===== src/rtl/led_blink_seq_pkg.sv =====
// Shared state encoding and default timing constants for the LED blink sequencer.
package led_blink_seq_pkg;

    typedef enum logic [1:0] {
        ST_IDLE = 2'd0,
        ST_ON   = 2'd1,
        ST_OFF  = 2'd2,
        ST_GAP  = 2'd3
    } state_t;

    localparam int CLK_HZ       = 125_000_000;
    localparam int TICK_HZ      = 40;
    localparam int DEF_TICK_DIV = CLK_HZ / TICK_HZ;

    function automatic int max3(input int a, input int b, input int c);
        int m;
        m = (a > b) ? a : b;
        return (m > c) ? m : c;
    endfunction

endpackage


===== src/rtl/led_blink_seq_tick_gen.sv =====
// Free-running prescaler: TICK is high for one cycle every TICK_DIV cycles.
// CLR restarts the count so a new phase always starts a full tick period.
module led_blink_seq_tick_gen #(
    parameter int TICK_DIV = 4
) (
    input  logic CLK,
    input  logic RST,
    input  logic CLR,
    output logic TICK
);

    localparam int            CW   = (TICK_DIV > 1) ? $clog2(TICK_DIV) : 1;
    localparam logic [CW-1:0] LAST = CW'(TICK_DIV - 1);

    logic [CW-1:0] r_cnt;

    // NOTE: state registers use non-blocking assignments so every flop samples pre-edge values.
    always_ff @(posedge CLK or negedge RST) begin
        if (!RST) begin
            r_cnt <= '0;
        end else if (CLR || (r_cnt == LAST)) begin
            r_cnt <= '0;
        end else begin
            r_cnt <= r_cnt + CW'(1);
        end
    end

    assign TICK = (r_cnt == LAST);

endmodule


===== src/rtl/led_blink_seq.sv =====
// Plays requested blink counts on an LED; requests arriving mid-sequence are
// accumulated (saturating) and played after an inter-sequence gap.
module led_blink_seq
    import led_blink_seq_pkg::*;
#(
    parameter int TICK_DIV  = DEF_TICK_DIV,
    parameter int ON_TICKS  = 8,
    parameter int OFF_TICKS = 8,
    parameter int GAP_TICKS = 24,
    parameter int CNT_W     = 4
) (
    input  logic             CLK,
    input  logic             RST,
    input  logic             REQ,
    input  logic [CNT_W-1:0] REQ_CNT,
    output logic             LED,
    output logic             BUSY,
    output logic             DONE
);

    localparam int PH_MAX = max3(ON_TICKS, OFF_TICKS, GAP_TICKS);
    localparam int PH_W   = (PH_MAX > 1) ? $clog2(PH_MAX) : 1;

    state_t           r_state, w_next_state;
    logic [CNT_W-1:0] r_remaining, w_remaining_nxt;
    logic [CNT_W-1:0] r_pending, w_pending_nxt;
    logic [PH_W-1:0]  r_phase, w_ph_last;
    logic             r_led, r_busy, r_done;

    logic             w_tick, w_clr, w_phase_done, w_req_ok;
    logic [CNT_W:0]   w_sum;
    logic [CNT_W-1:0] w_pend_sat, w_pend_eff;

    led_blink_seq_tick_gen #(
        .TICK_DIV (TICK_DIV)
    ) u_tick_gen (
        .CLK  (CLK),
        .RST  (RST),
        .CLR  (w_clr),
        .TICK (w_tick)
    );

    assign w_req_ok   = REQ && (REQ_CNT != '0);
    // Sum one bit wider than the count so overflow is visible before clipping.
    assign w_sum      = {1'b0, r_pending} + {1'b0, REQ_CNT};
    assign w_pend_sat = w_sum[CNT_W] ? '1 : w_sum[CNT_W-1:0];
    assign w_pend_eff = REQ ? w_pend_sat : r_pending;

    always_comb begin
        w_ph_last = '0;
        case (r_state)
            ST_ON:   w_ph_last = PH_W'(ON_TICKS - 1);
            ST_OFF:  w_ph_last = PH_W'(OFF_TICKS - 1);
            ST_GAP:  w_ph_last = PH_W'(GAP_TICKS - 1);
            default: w_ph_last = '0;
        endcase
    end

    assign w_phase_done = w_tick && (r_phase == w_ph_last) && (r_state != ST_IDLE);
    assign w_clr        = (r_state == ST_IDLE) || w_phase_done;

    always_ff @(posedge CLK or negedge RST) begin
        if (!RST) begin
            r_phase <= '0;
        end else if (w_clr) begin
            r_phase <= '0;
        end else if (w_tick) begin
            r_phase <= r_phase + PH_W'(1);
        end
    end

    // NOTE: every output of this block gets a default first, so no path can infer a latch.
    always_comb begin
        w_next_state    = r_state;
        w_remaining_nxt = r_remaining;
        w_pending_nxt   = (r_state != ST_IDLE) ? w_pend_eff : r_pending;

        case (r_state)
            ST_IDLE: begin
                if (w_req_ok) begin
                    w_next_state    = ST_ON;
                    w_remaining_nxt = REQ_CNT;
                end
            end
            ST_ON: begin
                if (w_phase_done) begin
                    w_next_state    = ST_OFF;
                    w_remaining_nxt = r_remaining - CNT_W'(1);
                end
            end
            ST_OFF: begin
                if (w_phase_done) begin
                    if (r_remaining != '0) begin
                        w_next_state = ST_ON;
                    end else if (w_pend_eff != '0) begin
                        w_next_state = ST_GAP;
                    end else begin
                        w_next_state = ST_IDLE;
                    end
                end
            end
            ST_GAP: begin
                if (w_phase_done) begin
                    w_next_state    = ST_ON;
                    w_remaining_nxt = r_pending;
                    // A request landing on the load cycle belongs to the following sequence.
                    w_pending_nxt   = REQ ? REQ_CNT : '0;
                end
            end
            default: begin
                w_next_state = ST_IDLE;
            end
        endcase
    end

    always_ff @(posedge CLK or negedge RST) begin
        if (!RST) begin
            r_state     <= ST_IDLE;
            r_remaining <= '0;
            r_pending   <= '0;
            r_led       <= 1'b0;
            r_busy      <= 1'b0;
            r_done      <= 1'b0;
        end else begin
            r_state     <= w_next_state;
            r_remaining <= w_remaining_nxt;
            r_pending   <= w_pending_nxt;
            r_led       <= (w_next_state == ST_ON);
            r_busy      <= (w_next_state != ST_IDLE);
            r_done      <= (r_state == ST_OFF) && (w_next_state == ST_IDLE);
        end
    end

    assign LED  = r_led;
    assign BUSY = r_busy;
    assign DONE = r_done;

endmodule


===== config.mk =====
export PLATFORM = sky130hd
export DESIGN_NAME = led_blink_seq
export DESIGN_NICKNAME = d
export VERILOG_FILES = /design/src/rtl/led_blink_seq_pkg.sv /design/src/rtl/led_blink_seq_tick_gen.sv /design/src/rtl/led_blink_seq.sv
export SDC_FILE = /design/constraint.sdc
export NUM_CORES = 1
export LEC_CHECK = 0
export ABC_CLOCK_PERIOD_IN_PS = 2860
export CORE_MARGIN = 2
export CORE_UTILIZATION = 24
export DETAILED_ROUTE_END_ITERATION = 16
export HOLD_SLACK_MARGIN = 0.02
export PLACE_DENSITY_LB_ADDON = 0.08
export SYNTH_ARGS = -nofsm -noshare
export SYNTH_HDL_FRONTEND = slang
export SYNTH_SLANG_ARGS = --single-unit

===== constraint.sdc =====
create_clock -name CLK -period 2.86 [get_ports CLK]
set_input_delay 0.572 -clock CLK [delete_from_list [all_inputs] [get_ports CLK]]
set_output_delay 0.572 -clock CLK [all_outputs]
set_load 0.01 [all_outputs]

* Yosys cells after proc, flatten, opt, wreduce, memory -nomap -nowiden
Index checks and enable logic that the tools add are counted. W data, S select, Z words.
Cells by class: multiplexer cells 21, equal/unequal tests 9, reductions and logical operators 17, $add $sub $neg 4
Operator list (number):
- $mux W4 | 9
- $add A22 B1 Y22 const B | 1
- $eq A22 B22 Y1 const B | 1
- $mux W22 | 1
- $mux W2 | 6
- $pmux W4 S3 | 1
- $reduce_bool A4 Y1 | 3
- $mux W5 | 2
- $pmux W5 S2 | 1
- $pmux W2 S4 | 1
- $ne A2 B2 Y1 const B | 3
- $reduce_bool A2 Y1 | 3
- $add A4 B4 Y5 | 1
- $add A5 B1 Y5 const B | 1
- $eq A5 B5 Y1 | 1
- $eq A2 B1 Y1 const B | 2
- $eq A2 B2 Y1 const B | 2
- $logic_and A1 B1 Y1 | 4
- $logic_not A2 Y1 | 2
- $reduce_and A4 Y1 | 1
- $sub A4 B1 Y4 const B | 1
- $reduce_bool A3 Y1 | 1
- $logic_or A1 B1 Y1 | 2
- $reduce_or A2 Y1 | 1
Storage, ports and cells: word-level logic and storage cells 59, register bits 40

* Longest topological paths before layout
Gate-level depths: netlist of run 1.
depth in word-level cells 10, depth in mapped cells 9

* Hierarchy
A second synthesis of run 1 with hierarchy kept.
Unflattened totals: cells, all modules 259, area, all modules 2422.3 µm²
By module, submodules not included:
- led_blink_seq | sequential area each 450.4 µm², times used 1, area each 1249.9 µm², cells each 138
- led_blink_seq_tick_gen | sequential area each 550.5 µm², times used 1, area each 1172.4 µm², cells each 121

* Worst setup path after synthesis of run 1
No wires, ideal clock.
path type input -> register, start point in REQ_CNT[0], end point reg r_state[1], required time 2.741 ns, cell stages on the path 9, path buffers 0, data arrival time 2.388 ns, setup time 0.119 ns, setup slack 0.352 ns, path through ha_1 inv_1 fa_1 and3b_2 nor4_1 a21oi_1 a2111oi_0 o21ai_0 o21ba_2
Between the ends: longest elaborated chain between the ends 8, elaborated cells between the ends (all ways) 11
Ends and longest elaborated chain:
- start, declared | line led_blink_seq.sv:15 | input logic [CNT_W-1:0] REQ_CNT,
- $add A4 B4 Y5 | line led_blink_seq.sv:45 | assign w_sum = {1'b0, r_pending} + {1'b0, REQ_CNT};
- $mux W4 | line led_blink_seq.sv:46 | assign w_pend_sat = w_sum[CNT_W] ? '1 : w_sum[CNT_W-1:0];
- $mux W4 | line led_blink_seq.sv:47 | assign w_pend_eff = REQ ? w_pend_sat : r_pending;
- $reduce_bool A4 Y1 | line led_blink_seq.sv:95 | end else if (w_pend_eff != '0) begin
- $mux W2 | line led_blink_seq.sv:95
- $mux W2 | line led_blink_seq.sv:93 | if (r_remaining != '0) begin
- $mux W2 | line led_blink_seq.sv:92 | if (w_phase_done) begin
- $pmux W2 S4 * | line led_blink_seq.sv:78 | case (r_state)
- via w_next_state[1] | line led_blink_seq.sv:24 | state_t r_state, w_next_state;
- end signal, assigned | line led_blink_seq.sv:125 | r_state <= w_next_state;
- end, declared | line led_blink_seq.sv:24
The timed path passes the listed nets; every way through them passes the cells marked *. A chain may end at the register's enable or synchronous reset.

* Final worst setup path of run 1
start point in REQ_CNT[0], end point reg r_led, in the netlist LED
Between the ends: longest elaborated chain between the ends 9, elaborated cells between the ends (all ways) 12
Ends and longest elaborated chain:
- $add A4 B4 Y5 | line led_blink_seq.sv:45
- $mux W4 | line led_blink_seq.sv:46
- $mux W4 | line led_blink_seq.sv:47
- $reduce_bool A4 Y1 | line led_blink_seq.sv:95
- $mux W2 | line led_blink_seq.sv:95
- $mux W2 | line led_blink_seq.sv:93
- $mux W2 | line led_blink_seq.sv:92
- $pmux W2 S4 * | line led_blink_seq.sv:78
- $eq A2 B1 Y1 * | line led_blink_seq.sv:128 | r_led <= (w_next_state == ST_ON);
- end signal, assigned | line led_blink_seq.sv:128
- end, declared | line led_blink_seq.sv:28 | logic r_led, r_busy, r_done;
Mark *: on every way between the ends. The rest lies on a longest branch, timed or not.

==> tab_implementation.tex, run 1 <==
\begin{tabular}{lr}
\hline
Metric & Value \\
\hline
\multicolumn{2}{l}{\textbf{Synthesis}} \\
\quad Number of synthesis warnings & 0 \\
\quad Synthesized area & 2430 µm² \\
\quad Fraction of the yosys area taken by sequential cells & 41.1\% \\
\quad Number of distinct library cells after synthesis & 57 \\
\quad Synth Register Bits & 40 \\
\quad Most frequently used flop master after synthesis & sky130\_fd\_sc\_hd\_\_dfrtp\_1 \\
\quad Synth Net Count & around 270 \\
\quad Post-synth EDFFs & 0 \\
\quad Average instance area after synthesis & between 9 and 10 µm² \\
\quad Async S/R FF share, synth & between 90\% and 100\% \\
\quad Gate count of the mapped netlist & $\sim$250 \\
\multicolumn{2}{l}{\textbf{Setup path}} \\
\quad Delay-heaviest family, CP & buffers and inverters \\
\quad Cell breakdown of the critical path & clkdlybuf4s50\_1 -> ha\_1 -> inv\_1 -> fa\_1 -> and3b\_2 -> nor4\_2 -> a21oi\_1 -> a2111oi\_2 -> buf\_4 -> and2b\_2 -> a221oi\_2 \\
\quad Launching instance or port of the critical path & REQ\_CNT[0] \\
\quad Arrival time of data at the critical path endpoint & 2.85 ns \\
\quad CP max stage delay & roughly 0.48 ns \\
\quad Cell at the slowest stage of the critical path & sky130\_fd\_sc\_hd\_\_clkdlybuf4s50\_1 \\
\quad Required time of the critical path & roughly 3 ns \\
\quad Critical path capture point type & flip-flop \\
\quad Crit-path max FO & 4 \\
\quad CP bufs+invs & 3 \\
\quad Startpoint of the most critical register-to-register path & r\_pending[3]\$\_DFF\_PN0\_ \\
\quad Kind of critical path & in2reg \\
\quad Worst-case register-to-register setup slack & 0.50 ns \\
\quad Category of the worst setup path launch point & primary input \\
\multicolumn{2}{l}{\textbf{Layout}} \\
\quad Number of nets in the layout & 294 \\
\quad Share of the core filled with cells & between 20\% and 30\% \\
\quad Diode count & 0 \\
\quad Leading cell types in the layout, fill and taps excluded & sky130\_fd\_sc\_hd\_\_dfrtp\_1, sky130\_fd\_sc\_hd\_\_nor2\_1, sky130\_fd\_sc\_hd\_\_nand2\_1, sky130\_fd\_sc\_hd\_\_buf\_4, sky130\_fd\_sc\_hd\_\_xor2\_1 \\
\quad Layout cell share with drive strength beyond 1 & around a fifth \\
\quad Layout overhead on the synthesized area & 18.7\% \\
\quad Most common cell after layout, fill and taps aside & sky130\_fd\_sc\_hd\_\_dfrtp\_1 \\
\quad Cell area after layout & $\sim$2900 µm² \\
\multicolumn{2}{l}{\textbf{STA}} \\
\quad Unrepaired setup endpoints after global routing & false \\
\quad Worst slew margin relative to its limit & between 60\% and 70\% \\
\quad Post-route clock period utilization & approximately 90\% \\
\quad Smallest hold slack & about 0.25 ns \\
\quad Clock Skew & 0.00459 ns \\
\quad Number of max-slew violations in the final report & 0 \\
\quad Shortest clock period the worst path allows after layout & about 2.6 ns \\
\quad Final hold viol count & 0 \\
\quad Summed negative setup slack over all endpoints & 0 ns \\
\quad Maximum operating frequency & between 300 and 400 MHz \\
\quad Pin slew with the least headroom to its limit & 0.532 ns \\
\quad Endpoints failing setup & 0 \\
\multicolumn{2}{l}{\textbf{Drt}} \\
\quad Via-to-Cell Ratio & around 4.6 \\
\quad Wirelength per Cell & $\sim$14 µm \\
\quad Final wirelength & 5620 µm \\
\quad DRC errors left & 0 \\
\quad Via total after detailed routing & about 1900 \\
\quad Post-DRT Antenna Nets & 0 \\
\quad First-iteration detailed-routing DRC count & between 60 and 70 \\
\quad Detailed-routing iteration count for the pre-antenna-repair pass & 4 \\
\multicolumn{2}{l}{\textbf{Pwr}} \\
\quad Worst voltage drop across the vdd grid & roughly 0.00018 V \\
\quad Internal power & roughly 950 µW \\
\quad Net switching power & approximately 350 µW \\
\quad Sequential Power Share & a little under half \\
\quad P\_leak & between 1 and 1.5 nW \\
\quad Share of power burned in combinational logic & between 10\% and 20\% \\
\quad Fraction of power consumed by the clock network & 36.7\% \\
\quad Total design power & $\sim$1.3 mW \\
\quad Switching power as a share of total power & a little over a quarter \\
\quad Cell Pwr Density & about 450 nW/µm² \\
\multicolumn{2}{l}{\textbf{CTS}} \\
\quad Total clock buffers created by CTS & 5 \\
\quad CTS HTree Levels & 2 \\
\quad \# clock sinks & 40 \\
\quad Clock-pin slew reported for the worst setup and hold paths after clock tree synthesis & around 0.09 ns \\
\quad Number of buffers between clock root and the deepest sink & 2 \\
\quad Source-to-sink clock delay at the later pin of the worst-skew pair & between 0.2 and 0.3 ns \\
\quad Quantity of hold-fixing buffers added after cts & 0 \\
\quad CTS Root Buffer Type & sky130\_fd\_sc\_hd\_\_clkbuf\_8 \\
\quad Clock tree from TritonCTS & done \\
\multicolumn{2}{l}{\textbf{Die}} \\
\quad Overall die height & 105 µm \\
\quad Chip width & 105 µm \\
\quad Total core area & about 9800 µm² \\
\quad Count of boundary I/O pins & 10 \\
\quad Number of placement rows & 36 \\
\quad Full die area & approximately 11000 µm² \\
\quad Initial core utilization & between 20\% and 30\% \\
\multicolumn{2}{l}{\textbf{Placement}} \\
\quad Final estimated routing congestion in global placement & between 0.7 and 0.8 \\
\quad Port Buffers & 9 \\
\quad Estimated wirelength of the detail-placed design & about 4300 µm \\
\quad Total placed instance area & 2760 µm² \\
\multicolumn{2}{l}{\textbf{GRT}} \\
\quad Overflow left after global routing & 0 \\
\quad Pin count of the biggest net entering global routing & 24 \\
\quad Overall global routing resource usage & 10.9\% \\
\quad Number of antenna violations at the first check in global routing & 0 \\
\quad Number of global-route vias before repair & roughly 1900 \\
\quad First-pass GRT wire length & 9580 µm \\
\multicolumn{2}{l}{\textbf{Worst hold path}} \\
\quad Hold Crit Class & in2async \\
\multicolumn{2}{l}{\textbf{Outcome}} \\
\quad Outcome & completed \\
\multicolumn{2}{l}{\textbf{Flow run}} \\
\quad Max Cap Viol & 0 \\
\hline
\end{tabular}
## worst register-to-register path: cells and delay by family (launching register included)
family	cells	cell delay, ns
compound gates	4	0.69
simple gates	2	0.60
flops	1	0.45
fa+ha+maj	1	0.35
buf+inv	1	0.17
## per-layer routing
layer  global-route usage [%]  vias up  share of wire, %
li1                         -      943                 -
met1                     15.6      920                52
met2                     16.8       14                45
met3                     2.31        4               2.3
met4                     2.57        0              0.91
met5                        0        -                 0
## registers in the layout, summed over array words and instances, names as in the netlist
name	count
u_tick_gen.r_cnt	22
r_phase	5
r_pending	4
r_remaining	4
r_state	2
BUSY	1
DONE	1
LED	1
## synthesized netlist by cell type, types with 3 or more instances
cell type / instances / area, µm²
sky130_fd_sc_hd__clkbuf_8: 3 / 41.3
sky130_fd_sc_hd__and2_1: 3 / 18.8
sky130_fd_sc_hd__nor3_1: 8 / 40.0
sky130_fd_sc_hd__xor2_1: 14 / 123
sky130_fd_sc_hd__a21oi_1: 13 / 65.1
sky130_fd_sc_hd__nand3_1: 12 / 60.1
sky130_fd_sc_hd__inv_1: 7 / 26.3
sky130_fd_sc_hd__ha_1: 8 / 100
sky130_fd_sc_hd__and3_1: 4 / 25.0
sky130_fd_sc_hd__nor2_1: 36 / 135
sky130_fd_sc_hd__xnor2_1: 9 / 78.8
sky130_fd_sc_hd__mux2_2: 5 / 56.3
sky130_fd_sc_hd__nand2_1: 19 / 71.3
sky130_fd_sc_hd__o21ai_0: 6 / 30.0
sky130_fd_sc_hd__mux2i_1: 3 / 30.0
sky130_fd_sc_hd__clkbuf_1: 4 / 15.0
sky130_fd_sc_hd__nand4_1: 7 / 43.8
sky130_fd_sc_hd__a31oi_1: 3 / 18.8
sky130_fd_sc_hd__dfrtp_1: 40 / 1000
## final cells by class
type                    instances  area (µm²)
clock buffers                   5        68.8
clock inverters                 3        42.5
fillers                      1076        6930
inverters                       7        26.3
multi-input cells             196        1360
flip-flops and latches         40        1000
well taps                     133         166
repair buffers                 28         228
## through the flow
stage	cells	setup slack, ns
after global routing	412	0.0351
after floorplan	252	0.352
after global placement	404	-0.236
after CTS	412	0.0467
final	412	0.212
after detailed placement	404	-0.322
## power by group through the flow
stage	clock network (mW)	logic (mW)	registers (mW)
final	0.475	0.220	0.600
after CTS	0.493	0.213	0.600
after global placement	0	0.216	0.612
after floorplan	0	0.133	0.601
after global routing	0.523	0.251	0.602
after detailed placement	0	0.211	0.611
## cell families after synthesis
logic type,count (synthesis),share of synthesized area [%]
AND/OR/NAND/NOR,119,28.2
multiplexers,8,3.55
XOR/XNOR,23,8.28
AO/OA/AOI/OAI,37,10.1
buffers and inverters,16,3.80
adder cells (fa/ha/maj),9,4.94
flip-flops,40,41.1
## final timing paths
kind | endpoint | cells past startpoint
hold / removal | u_tick_gen.r_cnt[13]$_DFF_PN0_ | 1
min in group CLK | u_tick_gen.r_cnt[0]$_DFF_PN0_ | 1
hold reg to reg | u_tick_gen.r_cnt[0]$_DFF_PN0_ | 1
max in group asynchronous | BUSY$_DFF_PN0_ | 2
setup / recovery | LED$_DFF_PN0_ | 11
setup reg to reg | r_state[1]$_DFF_PN0_ | 8
## timing repair
| item | 4_1_cts | 5_1_grt |
|---|---|---|
| endpoints found under the setup margin | 2 | 5 |
| buffers inserted | 0 | 0 |
| gates resized for setup | 1 | 3 |
| hold endpoints to repair | 0 | 0 |
| pin swaps | 0 | 1 |
(Power assumes the default switching activity.)
==> run 2: changes to the inputs <==
- CORE_UTILIZATION: 24 -> 30
==> run 2 against run 1 <==
  * Sequential share of layout area is 0.18 points higher
  * Global-route usage rose by 2.5 points
  * Clock skew up 0.0028 ns
  * Total power up 2.7%
  * Non-clock buffer count unchanged
  * Via count down 1.9%
  * Critical path depth unchanged
  * Design area shrank 0.52%
  * Register-to-register slack barely moved
  * Setup slack worse by 0.050 ns
==> tab_implementation.tex, run 2 (synthesis results as in run 1) <==
\begin{tabular}{lr}
\hline
Metric & Value \\
\hline
\multicolumn{2}{l}{\textbf{CTS}} \\
\quad Buffers inserted by post-CTS timing repair & 0 \\
\quad \# clock sinks & 40 \\
\quad Clock-pin slew reported for the worst setup and hold paths after clock tree synthesis & roughly 0.08 ns \\
\quad Source-to-sink clock delay at the later pin of the worst-skew pair & slightly below 0.3 ns \\
\quad CTS HTree Levels & 2 \\
\quad CTS Root Buffer Type & sky130\_fd\_sc\_hd\_\_clkbuf\_8 \\
\quad Total clock buffers created by CTS & 5 \\
\quad Number of buffers between clock root and the deepest sink & 2 \\
\quad Quantity of hold-fixing buffers added after cts & 0 \\
\quad Clock tree from TritonCTS & done \\
\multicolumn{2}{l}{\textbf{STA}} \\
\quad Endpoints failing setup & 0 \\
\quad Summed negative setup slack over all endpoints & 0 ns \\
\quad Worst slew margin relative to its limit & around two fifths \\
\quad Number of max-slew violations in the final report & 0 \\
\quad Clock Skew & approximately 0.0074 ns \\
\quad Final hold viol count & 0 \\
\quad Smallest hold slack & between 0.4 and 0.5 ns \\
\quad Post-route clock period utilization & between 90\% and 100\% \\
\quad Unrepaired setup endpoints after global routing & false \\
\quad Shortest clock period the worst path allows after layout & 2.70 ns \\
\quad Pin slew with the least headroom to its limit & about 0.91 ns \\
\quad Maximum operating frequency & approximately 370 MHz \\
\multicolumn{2}{l}{\textbf{Placement}} \\
\quad Port Buffers & 9 \\
\quad Estimated wirelength of the detail-placed design & approximately 3800 µm \\
\quad Total placed instance area & 2720 µm² \\
\quad Placed insts & around 370 \\
\quad Final estimated routing congestion in global placement & around 0.74 \\
\multicolumn{2}{l}{\textbf{Drt}} \\
\quad Wirelength per Cell & 13.8 µm \\
\quad First-iteration detailed-routing DRC count & 76 \\
\quad Post-DRT Antenna Nets & 0 \\
\quad Final wirelength & roughly 5300 µm \\
\quad Detailed-routing iteration count for the pre-antenna-repair pass & 4 \\
\quad Via total after detailed routing & between 1500 and 2000 \\
\quad Via-to-Cell Ratio & approximately 4.8 \\
\quad DRC errors left & 0 \\
\multicolumn{2}{l}{\textbf{Die}} \\
\quad Overall die height & around 94 µm \\
\quad Number of placement rows & 32 \\
\quad Total core area & $\sim$7800 µm² \\
\quad Full die area & about 8800 µm² \\
\quad Count of boundary I/O pins & 10 \\
\quad Initial core utilization & 31.2\% \\
\quad Chip width & about 94 µm \\
\multicolumn{2}{l}{\textbf{GRT}} \\
\quad First-pass GRT wire length & between 9000 and 10000 µm \\
\quad Overflow left after global routing & 0 \\
\quad Number of global-route vias before repair & roughly 1900 \\
\quad Number of antenna violations at the first check in global routing & 0 \\
\quad Overall global routing resource usage & a little over an eighth \\
\quad Pin count of the biggest net entering global routing & between 40 and 50 \\
\multicolumn{2}{l}{\textbf{Layout}} \\
\quad Cell area after layout & between 2000 and 3000 µm² \\
\quad Leading registers by flop count & u\_tick\_gen.r\_cnt x22, r\_phase x5 \\
\quad Share of the core filled with cells & 36.8\% \\
\quad Leading cell types in the layout, fill and taps excluded & sky130\_fd\_sc\_hd\_\_dfrtp\_1, sky130\_fd\_sc\_hd\_\_nor2\_1, sky130\_fd\_sc\_hd\_\_nand2\_1, sky130\_fd\_sc\_hd\_\_buf\_4, sky130\_fd\_sc\_hd\_\_xor2\_1 \\
\quad Diode count & 0 \\
\quad Layout cell share with drive strength beyond 1 & a little under a fifth \\
\quad Most common cell after layout, fill and taps aside & sky130\_fd\_sc\_hd\_\_dfrtp\_1 \\
\quad Layout overhead on the synthesized area & 18.1\% \\
\quad Largest register FFs & 22 \\
\quad Final Instance Count excl. Fillers & 381 \\
\quad Top register by number of flip-flops & u\_tick\_gen.r\_cnt \\
\quad Number of nets in the layout & approximately 290 \\
\multicolumn{2}{l}{\textbf{Setup path}} \\
\quad Most Frequent Cell on Critical Path & sky130\_fd\_sc\_hd\_\_buf\_4 \\
\quad CP max stage delay & roughly 0.48 ns \\
\quad Required time of the critical path & between 3 and 4 ns \\
\quad Crit-path max FO & 3 \\
\quad Category of the worst setup path launch point & primary input \\
\quad Arrival time of data at the critical path endpoint & between 2 and 3 ns \\
\quad Cell breakdown of the critical path & clkdlybuf4s50\_1 -> ha\_1 -> inv\_1 -> fa\_1 -> buf\_4 -> nor2\_1 -> a21oi\_2 -> a2111oi\_2 -> buf\_4 -> o21ai\_0 -> o21ba\_2 \\
\quad Cell at the slowest stage of the critical path & sky130\_fd\_sc\_hd\_\_clkdlybuf4s50\_1 \\
\quad Kind of critical path & in2reg \\
\quad Critical path capture point type & flip-flop \\
\multicolumn{2}{l}{\textbf{Flow run}} \\
\quad Max Cap Viol & 0 \\
\multicolumn{2}{l}{\textbf{Pwr}} \\
\quad Net switching power & 329 µW \\
\quad Sequential Power Share & between 40 and 50\% \\
\quad Fraction of power consumed by the clock network & between 30\% and 40\% \\
\quad Cell Pwr Density & around 460 nW/µm² \\
\quad Worst voltage drop across the vdd grid & approximately 0.00020 V \\
\quad Internal power & $\sim$1000 µW \\
\quad Share of power burned in combinational logic & around 17\% \\
\quad Switching power as a share of total power & between 20\% and 30\% \\
\quad P\_leak & between 1 and 1.5 nW \\
\multicolumn{2}{l}{\textbf{Worst hold path}} \\
\quad Hold Crit Class & in2async \\
\multicolumn{2}{l}{\textbf{Outcome}} \\
\quad Outcome & completed \\
\hline
\end{tabular}
run 2: timing repair:
action	CTS	global route
gates resized for setup	2	3
endpoints found under the setup margin	5	5
pin swaps	0	1
run 2: layout make-up:
type                    count  area (µm²)
clock buffers               7        96.3
multi-input cells         196        1370
fillers                   833        4930
well taps                 102         128
repair buffers             28         228
clock inverters             1        30.0
inverters                   7        26.3
flip-flops and latches     40        1000
run 2: metal layers:
metal | share of wire (%) | GRT usage, % | vias up
met5 | 0 | 0 | -
met4 | 1.4 | 4.35 | 0
met3 | 3.1 | 3.05 | 8
met2 | 44 | 20.4 | 27
met1 | 51 | 18.9 | 868
li1 | - | - | 943
run 2: critical path: cells and delay by family:
family	cells	cell delay, ns
AO/OA/AOI/OAI	4	0.78
adder cells (fa/ha/maj)	2	0.56
buffers and inverters	4	0.86
AND/OR/NAND/NOR	1	0.12
run 2: final timing paths:
path	cells past startpoint	slack (ns)	startpoint	endpoint
worst max-delay path	11	0.16	REQ_CNT[0]	r_state[1]$_DFF_PN0_
worst min-delay path	1	0.41	RST	u_tick_gen.r_cnt[18]$_DFF_PN0_
worst max register to register	10	0.50	r_pending[0]$_DFF_PN0_	r_state[1]$_DFF_PN0_
worst min register to register	1	0.48	u_tick_gen.r_cnt[0]$_DFF_PN0_	u_tick_gen.r_cnt[0]$_DFF_PN0_
max in group asynchronous	1	1.88	RST	u_tick_gen.r_cnt[9]$_DFF_PN0_
min in group CLK	1	0.48	u_tick_gen.r_cnt[0]$_DFF_PN0_	u_tick_gen.r_cnt[0]$_DFF_PN0_
run 2: metrics by stage:
stage	setup slack (ns)	power (mW)
after global placement	-0.407	0.820
after CTS	0.0659	1.34
after global routing	0.00605	1.42
after detailed placement	-0.417	0.815
final	0.162	1.33
after floorplan	0.352	0.734
run 2: power groups by stage:
| stage | Clock (mW) | Combinational, mW | Sequential, mW |
|---|---|---|---|
| after global placement | 0 | 0.209 | 0.611 |
| after CTS | 0.530 | 0.211 | 0.599 |
| final | 0.507 | 0.224 | 0.598 |
| after floorplan | 0 | 0.133 | 0.601 |
| after detailed placement | 0 | 0.207 | 0.609 |
| after global routing | 0.560 | 0.256 | 0.600 |
==> run 3: changes to the inputs <==
- CORE_ASPECT_RATIO: not set -> 0.6
==> run 3 against run 2 <==
  * Wire length increased by 7.6%
  * Setup slack got worse by 0.016 ns
  * Via count increased by 1.6%
  * Non-clock buffer count decreased by 2
  * Design area increased by 0.26%
  * Clock skew decreased by 0.0023 ns
  * Sequential power increased by 0.7%
  * Hold slack improved by 0.0083 ns
  * Fmax decreased by 0.60%
==> tab_implementation.tex, run 3 (synthesis results as in run 1) <==
\begin{tabular}{lr}
\hline
Metric & Value \\
\hline
\multicolumn{2}{l}{\textbf{Outcome}} \\
\quad Outcome & completed \\
\multicolumn{2}{l}{\textbf{GRT}} \\
\quad Number of global-route vias before repair & 1735 \\
\quad First-pass GRT wire length & approximately 10000 µm \\
\quad Overflow left after global routing & 0 \\
\quad Number of antenna violations at the first check in global routing & 0 \\
\quad Pin count of the biggest net entering global routing & between 40 and 50 \\
\quad Overall global routing resource usage & about 15\% \\
\multicolumn{2}{l}{\textbf{Setup path}} \\
\quad CP max stage delay & roughly 0.43 ns \\
\quad Kind of critical path & in2reg \\
\quad Launching instance or port of the critical path & REQ\_CNT[0] \\
\quad Category of the worst setup path launch point & primary input \\
\quad Cell at the slowest stage of the critical path & sky130\_fd\_sc\_hd\_\_clkdlybuf4s50\_1 \\
\quad Crit-path max FO & 2 \\
\quad Cell breakdown of the critical path & clkdlybuf4s50\_1 -> ha\_1 -> inv\_1 -> fa\_1 -> and3b\_2 -> nor4\_2 -> a21oi\_1 -> a2111oi\_1 -> buf\_4 -> o21ai\_0 -> a221oi\_2 \\
\quad Startpoint of the most critical register-to-register path & r\_pending[0]\$\_DFF\_PN0\_ \\
\quad Arrival time of data at the critical path endpoint & slightly below 3 ns \\
\quad Required time of the critical path & approximately 3.1 ns \\
\quad Critical path capture point type & flip-flop \\
\multicolumn{2}{l}{\textbf{STA}} \\
\quad Worst slew margin relative to its limit & around two fifths \\
\quad Maximum operating frequency & about 370 MHz \\
\quad Shortest clock period the worst path allows after layout & around 2.7 ns \\
\quad Final worst-path setup slack & $\sim$0.15 ns \\
\quad Post-route clock period utilization & between 90\% and 100\% \\
\quad Number of max-slew violations in the final report & 0 \\
\quad Clock Skew & between 0.005 and 0.006 ns \\
\quad Final hold viol count & 0 \\
\quad Endpoints failing setup & 0 \\
\quad Unrepaired setup endpoints after global routing & false \\
\quad Smallest hold slack & between 0.4 and 0.5 ns \\
\quad Pin slew with the least headroom to its limit & between 0.9 and 1 ns \\
\multicolumn{2}{l}{\textbf{CTS}} \\
\quad \# clock sinks & 40 \\
\quad Clock-pin slew reported for the worst setup and hold paths after clock tree synthesis & around 0.06 ns \\
\quad Total clock buffers created by CTS & 5 \\
\quad Clock tree from TritonCTS & done \\
\quad Quantity of hold-fixing buffers added after cts & 0 \\
\quad Buffers inserted by post-CTS timing repair & 0 \\
\quad Post-CTS Resized & 0 \\
\quad CTS Root Buffer Type & sky130\_fd\_sc\_hd\_\_clkbuf\_16 \\
\quad Source-to-sink clock delay at the later pin of the worst-skew pair & about 0.29 ns \\
\quad Number of buffers between clock root and the deepest sink & 2 \\
\quad CTS HTree Levels & 2 \\
\multicolumn{2}{l}{\textbf{Die}} \\
\quad Number of placement rows & 25 \\
\quad Count of boundary I/O pins & 10 \\
\quad Initial core utilization & around 31\% \\
\quad Chip width & $\sim$120 µm \\
\quad Full die area & a little under 9000 µm² \\
\quad Overall die height & 73.8 µm \\
\quad Total core area & around 7900 µm² \\
\multicolumn{2}{l}{\textbf{Placement}} \\
\quad Pre-CTS setup slack & -0.223 ns \\
\quad Estimated wirelength of the detail-placed design & 4270 µm \\
\quad Final estimated routing congestion in global placement & 0.788 \\
\quad Port Buffers & 9 \\
\quad Placed insts & 377 \\
\multicolumn{2}{l}{\textbf{Drt}} \\
\quad Via total after detailed routing & between 1500 and 2000 \\
\quad First-iteration detailed-routing DRC count & about 120 \\
\quad DRC errors left & 0 \\
\quad Wirelength per Cell & about 15 µm \\
\quad Post-DRT Antenna Nets & 0 \\
\quad Via-to-Cell Ratio & between 4 and 5 \\
\quad Detailed-routing iteration count for the pre-antenna-repair pass & 4 \\
\quad Final wirelength & 5680 µm \\
\multicolumn{2}{l}{\textbf{Layout}} \\
\quad Final Instance Count excl. Fillers & a little under 400 \\
\quad Layout cell share with drive strength beyond 1 & between 10\% and 20\% \\
\quad Leading cell types in the layout, fill and taps excluded & sky130\_fd\_sc\_hd\_\_dfrtp\_1, sky130\_fd\_sc\_hd\_\_nor2\_1, sky130\_fd\_sc\_hd\_\_nand2\_1, sky130\_fd\_sc\_hd\_\_buf\_4, sky130\_fd\_sc\_hd\_\_xor2\_1 \\
\quad Largest register FFs & 22 \\
\quad Number of nets in the layout & about 300 \\
\quad Layout overhead on the synthesized area & 18.4\% \\
\quad Number of inserted filler cells in the final layout & $\sim$820 \\
\quad Diode count & 0 \\
\quad Share of the core filled with cells & a little over a third \\
\quad Leading registers by flop count & u\_tick\_gen.r\_cnt x22, r\_phase x5 \\
\quad Top register by number of flip-flops & u\_tick\_gen.r\_cnt \\
\quad Most common cell after layout, fill and taps aside & sky130\_fd\_sc\_hd\_\_dfrtp\_1 \\
\multicolumn{2}{l}{\textbf{Worst hold path}} \\
\quad Hold Crit Class & in2async \\
\multicolumn{2}{l}{\textbf{Pwr}} \\
\quad Total design power & $\sim$1.4 mW \\
\quad P\_leak & about 1.3 nW \\
\quad Worst voltage drop across the vdd grid & between 0.0002 and 0.00025 V \\
\quad Cell Pwr Density & 486 nW/µm² \\
\multicolumn{2}{l}{\textbf{Flow run}} \\
\quad Max Cap Viol & 0 \\
\hline
\end{tabular}
==> run 3: changes by cell type in the layout (fill, tap and decap cells not counted), sizes merged <==
cell | previous run | this run
buf | 20 | 18
bufinv | 1 | 0
clkbuf | 7 | 8
==> run 3: final cells by class <==
cell class	count	area, µm²	share of cell area (%)
Multi-Input combinational cell	196	1350	46.8
Sequential cell	40	1000	34.7
Timing Repair Buffer	26	225	7.82
Clock buffer	8	146	5.08
Tap cell	108	135	4.69
Inverter	7	26.3	0.912
==> run 3: final timing paths <==
path / to / slack (ns) / depth (start not counted)
hold reg to reg: u_tick_gen.r_cnt[0]$_DFF_PN0_ / 0.50 / 1
setup reg to reg: LED$_DFF_PN0_ / 0.45 / 10
hold / removal: u_tick_gen.r_cnt[7]$_DFF_PN0_ / 0.42 / 1
setup / recovery: LED$_DFF_PN0_ / 0.15 / 11
min in group CLK: u_tick_gen.r_cnt[0]$_DFF_PN0_ / 0.50 / 1
max in group asynchronous: u_tick_gen.r_cnt[18]$_DFF_PN0_ / 1.88 / 1
==> run 3: critical path: cells and delay by family <==
| family | cells | cell delay [ns] |
|---|---|---|
| compound gates | 4 | 0.83 |
| fa+ha+maj | 2 | 0.41 |
| simple gates | 2 | 0.42 |
| buf+inv | 3 | 0.68 |
==> run 3: layer usage <==
layer	track usage (%)	wire length (µm)	vias up
li1	-	-	945
met3	4.04	378	4
met5	0	0	-
met4	5.04	53	0
met1	25.1	3450	885
met2	15.6	1790	41
==> run 3: through the flow <==
stage | TNS (ns) | area [µm²]
global route | 0 | 2880
global placement | -0.789 | 2730
CTS | 0 | 2870
floorplan | 0 | 2430
finish | 0 | 2880
detailed placement | -0.949 | 2730
==> run 3: power by group <==
part	leakage (nW)	internal [mW]	total, mW	switching, mW
clock network	0.0712	0.349	0.582	0.234
registers	0.504	0.581	0.602	0.0217
logic	0.694	0.110	0.217	0.108
total	1.27	1.04	1.40	0.363
